`src/rtl/div_seq.sv`:
```
// div_seq: radix-2 restoring divider, signed/unsigned, {rem, quo} result; DIV_ZERO_FAST_EN skips iteration on zero divisor
module div_seq (
    input  logic        clk,
    input  logic        rst,
    input  logic [31:0] a,
    input  logic [31:0] b,
    input  logic        sign,
    input  logic        opn_valid,
    input  logic        res_ready,
    output logic        res_valid,
    output logic [63:0] result,
    output logic        busy
);
    typedef enum logic [1:0] {IDLE, BUSY, DONE} state_t;
    state_t state, state_nx;
    logic [5:0]  cnt;
    logic [31:0] rem, quo, dvs, abs_a, rem_nx, quo_nx;
    logic [32:0] shf, t;
    logic        neg_q, neg_r, last, zero_fast;
`ifdef DIV_ZERO_FAST_EN
    assign zero_fast = b == 32'd0;
`else
    assign zero_fast = 1'b0;
`endif
    assign abs_a  = sign & a[31] ? -a : a;
    // the shifted-in partial remainder is 33 bits wide so divisors above 2^31 still compare correctly
    assign shf    = {rem, quo[31]};
    assign t      = shf - {1'b0, dvs};
    assign rem_nx = t[32] ? shf[31:0] : t[31:0];
    assign quo_nx = {quo[30:0], ~t[32]};
    assign last   = cnt == 6'd31;
    assign res_valid = state == DONE;
    assign busy      = state != IDLE;
    // state register
    always_ff @(posedge clk) begin
        if (rst) state <= IDLE;
        else     state <= state_nx;
    end
    // next state: dropping opn_valid cancels from BUSY or DONE
    always_comb begin
        state_nx = state;
        case (state)
            IDLE:    state_nx = opn_valid ? (zero_fast ? DONE : BUSY) : IDLE;
            BUSY:    state_nx = !opn_valid ? IDLE : last ? DONE : BUSY;
            DONE:    state_nx = !opn_valid || res_ready ? IDLE : DONE;
            default: state_nx = IDLE;
        endcase
    end
    // operand capture, one quotient bit per cycle, sign fix-up into the result register
    always_ff @(posedge clk) begin
        if (rst) begin
            cnt    <= '0;
            rem    <= '0;
            quo    <= '0;
            dvs    <= '0;
            neg_q  <= 1'b0;
            neg_r  <= 1'b0;
            result <= '0;
        end else if (state == IDLE) begin
            if (opn_valid) begin
                dvs   <= sign & b[31] ? -b : b;
                neg_q <= sign & (a[31] ^ b[31]);
                neg_r <= sign & a[31];
                cnt   <= '0;
                rem   <= '0;
                quo   <= abs_a;
                if (zero_fast) result <= {a, sign & a[31] ? 32'd1 : 32'hFFFF_FFFF};
            end
        end else if (!opn_valid) begin
            result <= '0;
        end else if (state == BUSY) begin
            rem <= rem_nx;
            quo <= quo_nx;
            cnt <= cnt + 6'd1;
            if (last) result <= {neg_r ? -rem_nx : rem_nx, neg_q ? -quo_nx : quo_nx};
        end
    end
endmodule
```
`config.mk`:
```
export PLATFORM = sky130hd
export DESIGN_NAME = div_seq
export DESIGN_NICKNAME = d
export VERILOG_FILES = /design/src/rtl/div_seq.sv
export SDC_FILE = /design/constraint.sdc
export NUM_CORES = 1
export LEC_CHECK = 0
export ABC_AREA = 1
export BUFFER_PORTS_ARGS = -buffer_cell sky130_fd_sc_hd__buf_4
export CAP_MARGIN = 20
export CORE_ASPECT_RATIO = 0.75
export CORE_UTILIZATION = 30
export CTS_CLUSTER_SIZE = 10
export DETAILED_ROUTE_END_ITERATION = 8
export GPL_ROUTABILITY_DRIVEN = 0
export GPL_TIMING_DRIVEN = 0
export MAX_ROUTING_LAYER = met4
export PLACE_DENSITY = 0.57
export SLEW_MARGIN = 20
export SYNTH_ARGS = -nofsm -noshare
export SYNTH_HDL_FRONTEND = slang
export SYNTH_SLANG_ARGS = --single-unit
```
`constraint.sdc`:
```
create_clock -name clk -period 5.5 [get_ports clk]
set_clock_uncertainty 0.2 [all_clocks]
set_input_delay 1.375 -clock clk [delete_from_list [all_inputs] [get_ports clk]]
set_output_delay 1.375 -clock clk [all_outputs]
set_load 0.03 [all_outputs]
```
==> run_results.csv, run 1 <==
group,metric,value,unit
outcome,status,"complete, no violations",
setup_path,startpoint_type,"flip-flop",
global_route,grt_pass1_vias,12744,
die,rows,64,
sta,fin_setup_tns,0,ns
drt,drc,0,
synthesis,ys_seq_area_share,27.09,%
finish,drive_above_1_share,10.59,%
setup_path,crit_buf_inv,4,
synthesis,synth_top_area_share,27.09,%
setup_path,crit_required,5.68,ns
setup_path,cp_slowest_cell,"fa_1",
clock_network,cts_tree,"done",
sta,relSlewSlack,38.39,%
finish,syn2layout_area_growth,18.48,%
synthesis,synth_fp_nets,2228,
clock_network,cts_num_sinks,170,
synthesis,synth_top_flop_cell,"dfxtp_1",
die,die_area,42700,um2
sta,period_share,91.54,%
synthesis,synth_area,12560,um2
sta,rsz0062_at_grt,"no",
synthesis,ys_warn_count,0,
drt,wirelength,48.01,mm
clock_network,clk_latency,0.46,ns
setup_path,cp_max_fo,19,
die,start_util,30.64,%
flow_run,drv_cap,0,
power_and_ir_drop,p_total,3.236,mW
placed_design,port_buffers,134,
clock_network,cts_made_buffers,17,
sta,drv_slew,0,
synthesis,netlist_instances,2121,
finish,diodes,0,
synthesis,synth-edff-count,0,
drt,drt-wirelength-per-cell,16.86,um
global_route,antenna_found_initial,0,
synthesis,ys_ff_latch,170,
synthesis,ys_types,50,
global_route,gr-total-overflow,0,
power_and_ir_drop,p_leak,7.130,nW
finish,multiInputGateArea,7845,um2
clock_network,cts_max_path_buffers,2,
setup_path,crit_arrival,5.22,ns
finish,final_util,36.30,%
finish,nets,2380,
sta,min_period,5.035,ns
hold_path,hp-class,"reg2reg",
power_and_ir_drop,vdd_drop_max,0.0002190,V
power_and_ir_drop,power_density,217.4,nW/um2
sta,clock.fmax,198.6,MHz
global_route,grt_use_total,23.02,%
drt,first_iter_violations,1423,
synthesis,netlist_top_cells_area,"dfxtp_1 27%, nand2_1 20%, a21oi_1 8.9%, inv_1 7.5%, o21ai_0 5.0%",
setup_path,cp-end-kind,"flip-flop",
clock_network,cts_root_buf,"clkbuf_16",
drt,drtAntennaViolNets,0,
clock_network,ctsHtreeMaxLevel,4,
drt,viasPerCell,5.033,
sta,worstMarginPinSlew,0.9145,ns
global_route,grt_start_max_net_pins,17,
synthesis,yosys.area.top_type,"dfxtp_1",
sta,hold_viol,0,
die,num_io_pins,135,
drt,vias,14329,
setup_path,critical_path.top_delay_family,"simple AND/OR/NAND/NOR gates",
setup_path,worstSetupPathType,"reg2reg",
die,core,41000,um2
die,die_x,238.3,um
drt,dr.pass1.iters,5,
finish,seq_area,3405,um2
global_route,grt_pass1_wl,72.92,mm
placed_design,hpwl,39.28,mm
clock_network,path_clk_slew,0.07,ns
setup_path,max_stage_delay,0.41,ns
finish,nFillCells,4569,
sta,setup_viol,0,
synthesis,async_flop_share,0,%
synthesis,synth_area_per_cell,5.922,um2
die,die_y,179.2,um
[power breakdown]
part	leakage (nW)	switching, mW	total, mW	internal, mW
sequential	1.38	0.0439	1.31	1.27
clock	0.283	0.570	1.25	0.677
combinational	5.46	0.460	0.674	0.214
[synth_stat cells (2+ instances only)]
cell type	n
o21ai_0	126
or2_2	5
buf_6	2
nand2_2	21
nand2_4	2
inv_1	251
nand3_2	2
o21bai_1	6
a21o_1	6
buf_4	7
o211ai_1	9
xnor2_1	19
nor3_2	2
clkinv_1	4
clkbuf_1	60
ha_1	37
dfxtp_1	170
a221oi_1	2
o31ai_1	5
nand2_1	685
buf_2	4
nor3_1	30
xor2_1	55
nand3_1	123
nor2_1	168
o21ai_1	10
a31oi_1	3
a21oi_1	224
o22ai_1	2
nand4_1	19
inv_2	12
nand3b_1	9
nor2_2	11
nor4_1	9
and2_1	2
buf_1	5
[layer usage]
layer / global-route usage (%) / up-vias / part of all wire (%) / wire, um
met5: - / - / 0 / 0
met4: 3.873 / 0 / 1.0 / 503
met3: 5.558 / 48 / 10 / 4949
met2: 31.03 / 607 / 39 / 18810
met1: 34.21 / 6589 / 49 / 23740
li1: - / 7085 / - / -
[tightest hold or removal path, stage by stage (launching register included)]
cell and delay (ns):
dfxtp_1 0.31, nand2_1 0.06, a21oi_1 0.05
[cell type report]
| type | instances | share of cell area [%] |
|---|---|---|
| plain buffers | 77 | 2.228 |
| repair buffers | 134 | 6.760 |
| inverters | 267 | 6.734 |
| flip-flops and latches | 170 | 22.88 |
| multi-input cells | 1606 | 52.72 |
| clock inverters | 15 | 1.110 |
| clock buffers | 17 | 2.859 |
| well taps | 561 | 4.717 |
[cell families after synthesis]
logic type / share of synthesized area, %
and+or+nand+nor: 36.26
AOI/OAI and AO/OA: 16.96
DFF: 27.09
buffers and inverters: 10.68
xor gates and xnor gates: 5.160
adders and majority gates: 3.845
[cells in the final DEF, fill, tap and decap left out, types with 5 or more instances in the layout]
cell type / synthesis / final
a21oi_1: 224 / 224
dfxtp_1: 170 / 169
xnor2_1: 19 / 19
nand4_1: 19 / 19
clkbuf_1: 60 / 60
inv_2: 12 / 12
nor2_2: 11 / 11
o21ai_1: 10 / 9
nand2_1: 685 / 684
o21bai_1: 6 / 6
nor3_1: 30 / 29
clkbuf_16: 0 / 17
buf_1: 5 / 5
o21ai_0: 126 / 126
a21o_1: 6 / 6
nand3b_1: 9 / 9
o31ai_1: 5 / 5
ha_1: 37 / 37
nor4_1: 9 / 9
nand3_1: 123 / 122
or2_2: 5 / 5
nor2_1: 168 / 168
nand2_2: 21 / 22
xor2_1: 55 / 55
o211ai_1: 9 / 9
inv_1: 251 / 251
buf_4: 7 / 140
[sequential cells by signal, summed over array words and instances, names as in the netlist]
signal	flops
state	2
quo	32
result	64
dvs	32
neg_q	1
rem	32
neg_r	1
cnt	6
[what timing repair did]
item / CTS / global route
setup buffers: 0 / 0
setup endpoints to repair: 0 / 5
gates resized for setup: 0 / 7
hold buffers: 0 / 0
[worst paths after layout]
path	startpoint	to	slack, ns	cells past startpoint
max	quo[31]$_SDFFE_PP0P_	result[30]$_SDFFE_PP0P_	0.47	29
min	result[17]$_SDFFE_PP0P_	result[17]$_SDFFE_PP0P_	0.27	2
max reg2reg	quo[31]$_SDFFE_PP0P_	result[30]$_SDFFE_PP0P_	0.47	29
min reg2reg	result[17]$_SDFFE_PP0P_	result[17]$_SDFFE_PP0P_	0.27	2
[per-stage QoR]
step	area, um2	hold slack [ns]	worst slack [ns]	instances
global placement	14270	0.2566	0.1081	2816
CTS	14860	0.2685	0.04161	2848
detailed placement	14270	0.2581	0.07564	2816
global route	14880	0.2834	0.01058	2847
finish	14880	0.2668	0.4650	2847
floorplan	12560	0.2472	1.341	2121
Power figures use the tool's default switching activity.
==> run 2, diff against run 1 <==
--- a/config.mk
+++ b/config.mk
@@ -14,8 +14,8 @@
 export DETAILED_ROUTE_END_ITERATION = 8
 export GPL_ROUTABILITY_DRIVEN = 0
 export GPL_TIMING_DRIVEN = 0
+export HOLD_SLACK_MARGIN = 0.05
 export MAX_ROUTING_LAYER = met4
-export PLACE_DENSITY = 0.57
 export SLEW_MARGIN = 20
 export SYNTH_ARGS = -nofsm -noshare
 export SYNTH_HDL_FRONTEND = slang
==> run 2 against run 1 <==
Compared with the run above:
- utilization about the same
- cell count hardly changed
- global-route usage shrank 0.22 points
- maximum frequency shrank 1.1%
- first-iteration DRC count increased by 12%
- register-to-register slack worse by 0.06 ns
- clock-buffer cell count increased by 3
- worst hold slack got worse by 0.0019 ns
- largest power group unchanged
==> run_results.csv, run 2 (same netlist as run 1, synthesis figures left out) <==
group,metric,value,unit
placed_design,hpwl,39.13,mm
setup_path,path_common_cell,"nand2_1",
finish,largest_reg_flops,64,
drt,drt-wirelength-per-cell,16.76,um
global_route,gr-total-overflow,0,
die,num_io_pins,135,
outcome,status,"complete, no violations",
power_and_ir_drop,p_comb_share,20.7,%
drt,wirelength,47.68,mm
sta,rsz0062_at_grt,"no",
die,die_y,179.2,um
sta,period_share,92.56,%
power_and_ir_drop,p_seq_share,40.5,%
global_route,grt_pass1_wl,72.39,mm
drt,drc,0,
sta,relSlewSlack,41.23,%
sta,worst_slack,0.4090,ns
drt,vias,14452,
finish,drive_above_1_share,10.38,%
drt,dr.pass1.iters,6,
setup_path,cp-end-kind,"flip-flop",
drt,viasPerCell,5.080,
sta,worstMarginPinSlew,0.8816,ns
clock_network,path_clk_slew,0.06,ns
global_route,grt_pass1_vias,13034,
die,start_util,30.64,%
power_and_ir_drop,p_leak,7.132,nW
setup_path,worstSetupPathType,"reg2reg",
setup_path,startpoint_type,"flip-flop",
clock_network,clk_latency,0.46,ns
power_and_ir_drop,vdd_drop_max,0.0002342,V
setup_path,crit_buf_inv,4,
finish,diodes,0,
setup_path,crit_required,5.68,ns
clock_network,cts_num_sinks,170,
power_and_ir_drop,power_density,217.8,nW/um2
finish,largest_register,"result",
clock_network,cts_tree,"done",
setup_path,cp_max_fo,19,
drt,drtAntennaViolNets,0,
placed_design,place_ws,0.1100,ns
setup_path,cp_slowest_cell,"ha_1",
placed_design,placedCellCount,2816,
clock_network,post-cts-setup-buffer-count,0,
global_route,antenna_found_initial,0,
clock_network,ctsHtreeMaxLevel,4,
power_and_ir_drop,switching_share,31.87,%
die,die_area,42700,um2
finish,final_cell_mix,"684 x nand2_1, 251 x inv_1, 224 x a21oi_1",
sta,hold_viol,0,
drt,first_iter_violations,1599,
global_route,grt_start_max_net_pins,17,
setup_path,crit_arrival,5.27,ns
setup_path,critical_path.top_delay_family,"simple AND/OR/NAND/NOR gates",
die,die_x,238.3,um
die,core,41000,um2
finish,syn2layout_area_growth,18.51,%
flow_run,drv_cap,0,
finish,nets,2380,
clock_network,cts_root_buf,"clkbuf_16",
placed_design,port_buffers,134,
sta,drv_slew,0,
clock_network,cts_max_path_buffers,2,
finish,final_cells,2845,
die,rows,64,
power_and_ir_drop,pwr-share-clk,38.7,%
sta,clock.fmax,196.4,MHz
setup_path,max_stage_delay,0.38,ns
power_and_ir_drop,p_switching,1.033,mW
global_route,grt_use_total,22.80,%
sta,fin_setup_tns,0,ns
hold_path,hp-class,"reg2reg",
clock_network,cts_made_buffers,17,
sta,min_period,5.091,ns
power_and_ir_drop,internal_power,2.209,mW
finish,final_common_cell,"nand2_1",
sta,setup_viol,0,
[run 2: area by class of cell]
class                   count  area (um2)
repair buffers            134        1006
plain buffers              77       335.3
well taps                 561       701.9
clock buffers              20       446.7
clock inverters            10       145.1
multi-input cells        1606        7845
flip-flops and latches    170        3403
inverters                 267        1002
fillers                  4543       26110
[run 2: per-stage QoR]
step                instance area, um2  total power [mW]  util [%]  hold WS [ns]
floorplan                        12560             1.756         -        0.2472
global placement                 14270             1.978     34.80        0.2570
detailed placement               14270             1.985     34.80        0.2569
CTS                              14860             3.223     36.25        0.2671
global route                     14890             3.379     36.31        0.2844
finish                           14890             3.243     36.31        0.2649
[run 2: power groups by stage]
stage               Clock [mW]  Combinational [mW]  Sequential [mW]
floorplan                    0               0.432             1.32
global placement             0               0.641             1.34
detailed placement           0               0.647             1.34
CTS                       1.26               0.650             1.31
global route              1.32               0.744             1.32
finish                    1.26               0.672             1.31
[run 2: repair_timing]
item                       in CTS  in global routing
hold buffers                    0                  0
gates resized for setup         0                  7
setup endpoints to repair       0                  5
[run 2: path summary, 6_finish.rpt]
check                                             start                       to  slack [ns]  cells after the start
worst min register to register  result[19]$_SDFFE_PP0P_  result[19]$_SDFFE_PP0P_        0.26                      2
worst max register to register     dvs[19]$_SDFFE_PP0P_  result[30]$_SDFFE_PP0P_        0.41                     27
worst max-delay path               dvs[19]$_SDFFE_PP0P_  result[30]$_SDFFE_PP0P_        0.41                     27
worst min-delay path            result[19]$_SDFFE_PP0P_  result[19]$_SDFFE_PP0P_        0.26                      2
[run 2: per-layer routing]
layer | vias to the layer above | track usage (%) | routed length [um]
met3 | 70 | 7.283 | 5609
met2 | 615 | 30.84 | 18450
met1 | 6671 | 32.37 | 22890
met5 | - | - | 0
li1 | 7096 | - | -
met4 | 0 | 4.808 | 728
[run 2: worst register-to-register path: stages (launching register included)]
cell     delay [ns]
dfxtp_1        0.31
inv_1          0.20
ha_1           0.38
nand2_1        0.23
inv_1          0.07
nand2_1        0.07
nand2_1        0.11
nand2_1        0.08
nand2_1        0.09
a21oi_4        0.21
nand3_2        0.19
nand2_4        0.17
buf_8          0.20
ha_1           0.23
nand3_1        0.16
nor3_4         0.34
nand3_2        0.18
nor3_4         0.19
nand2_2        0.13
o21ai_2        0.17
nand2_1        0.11
a21oi_1        0.19
inv_1          0.11
nor2_2         0.14
o21ai_0        0.14
a21oi_1        0.17
o21ai_1        0.14
a21oi_1        0.14
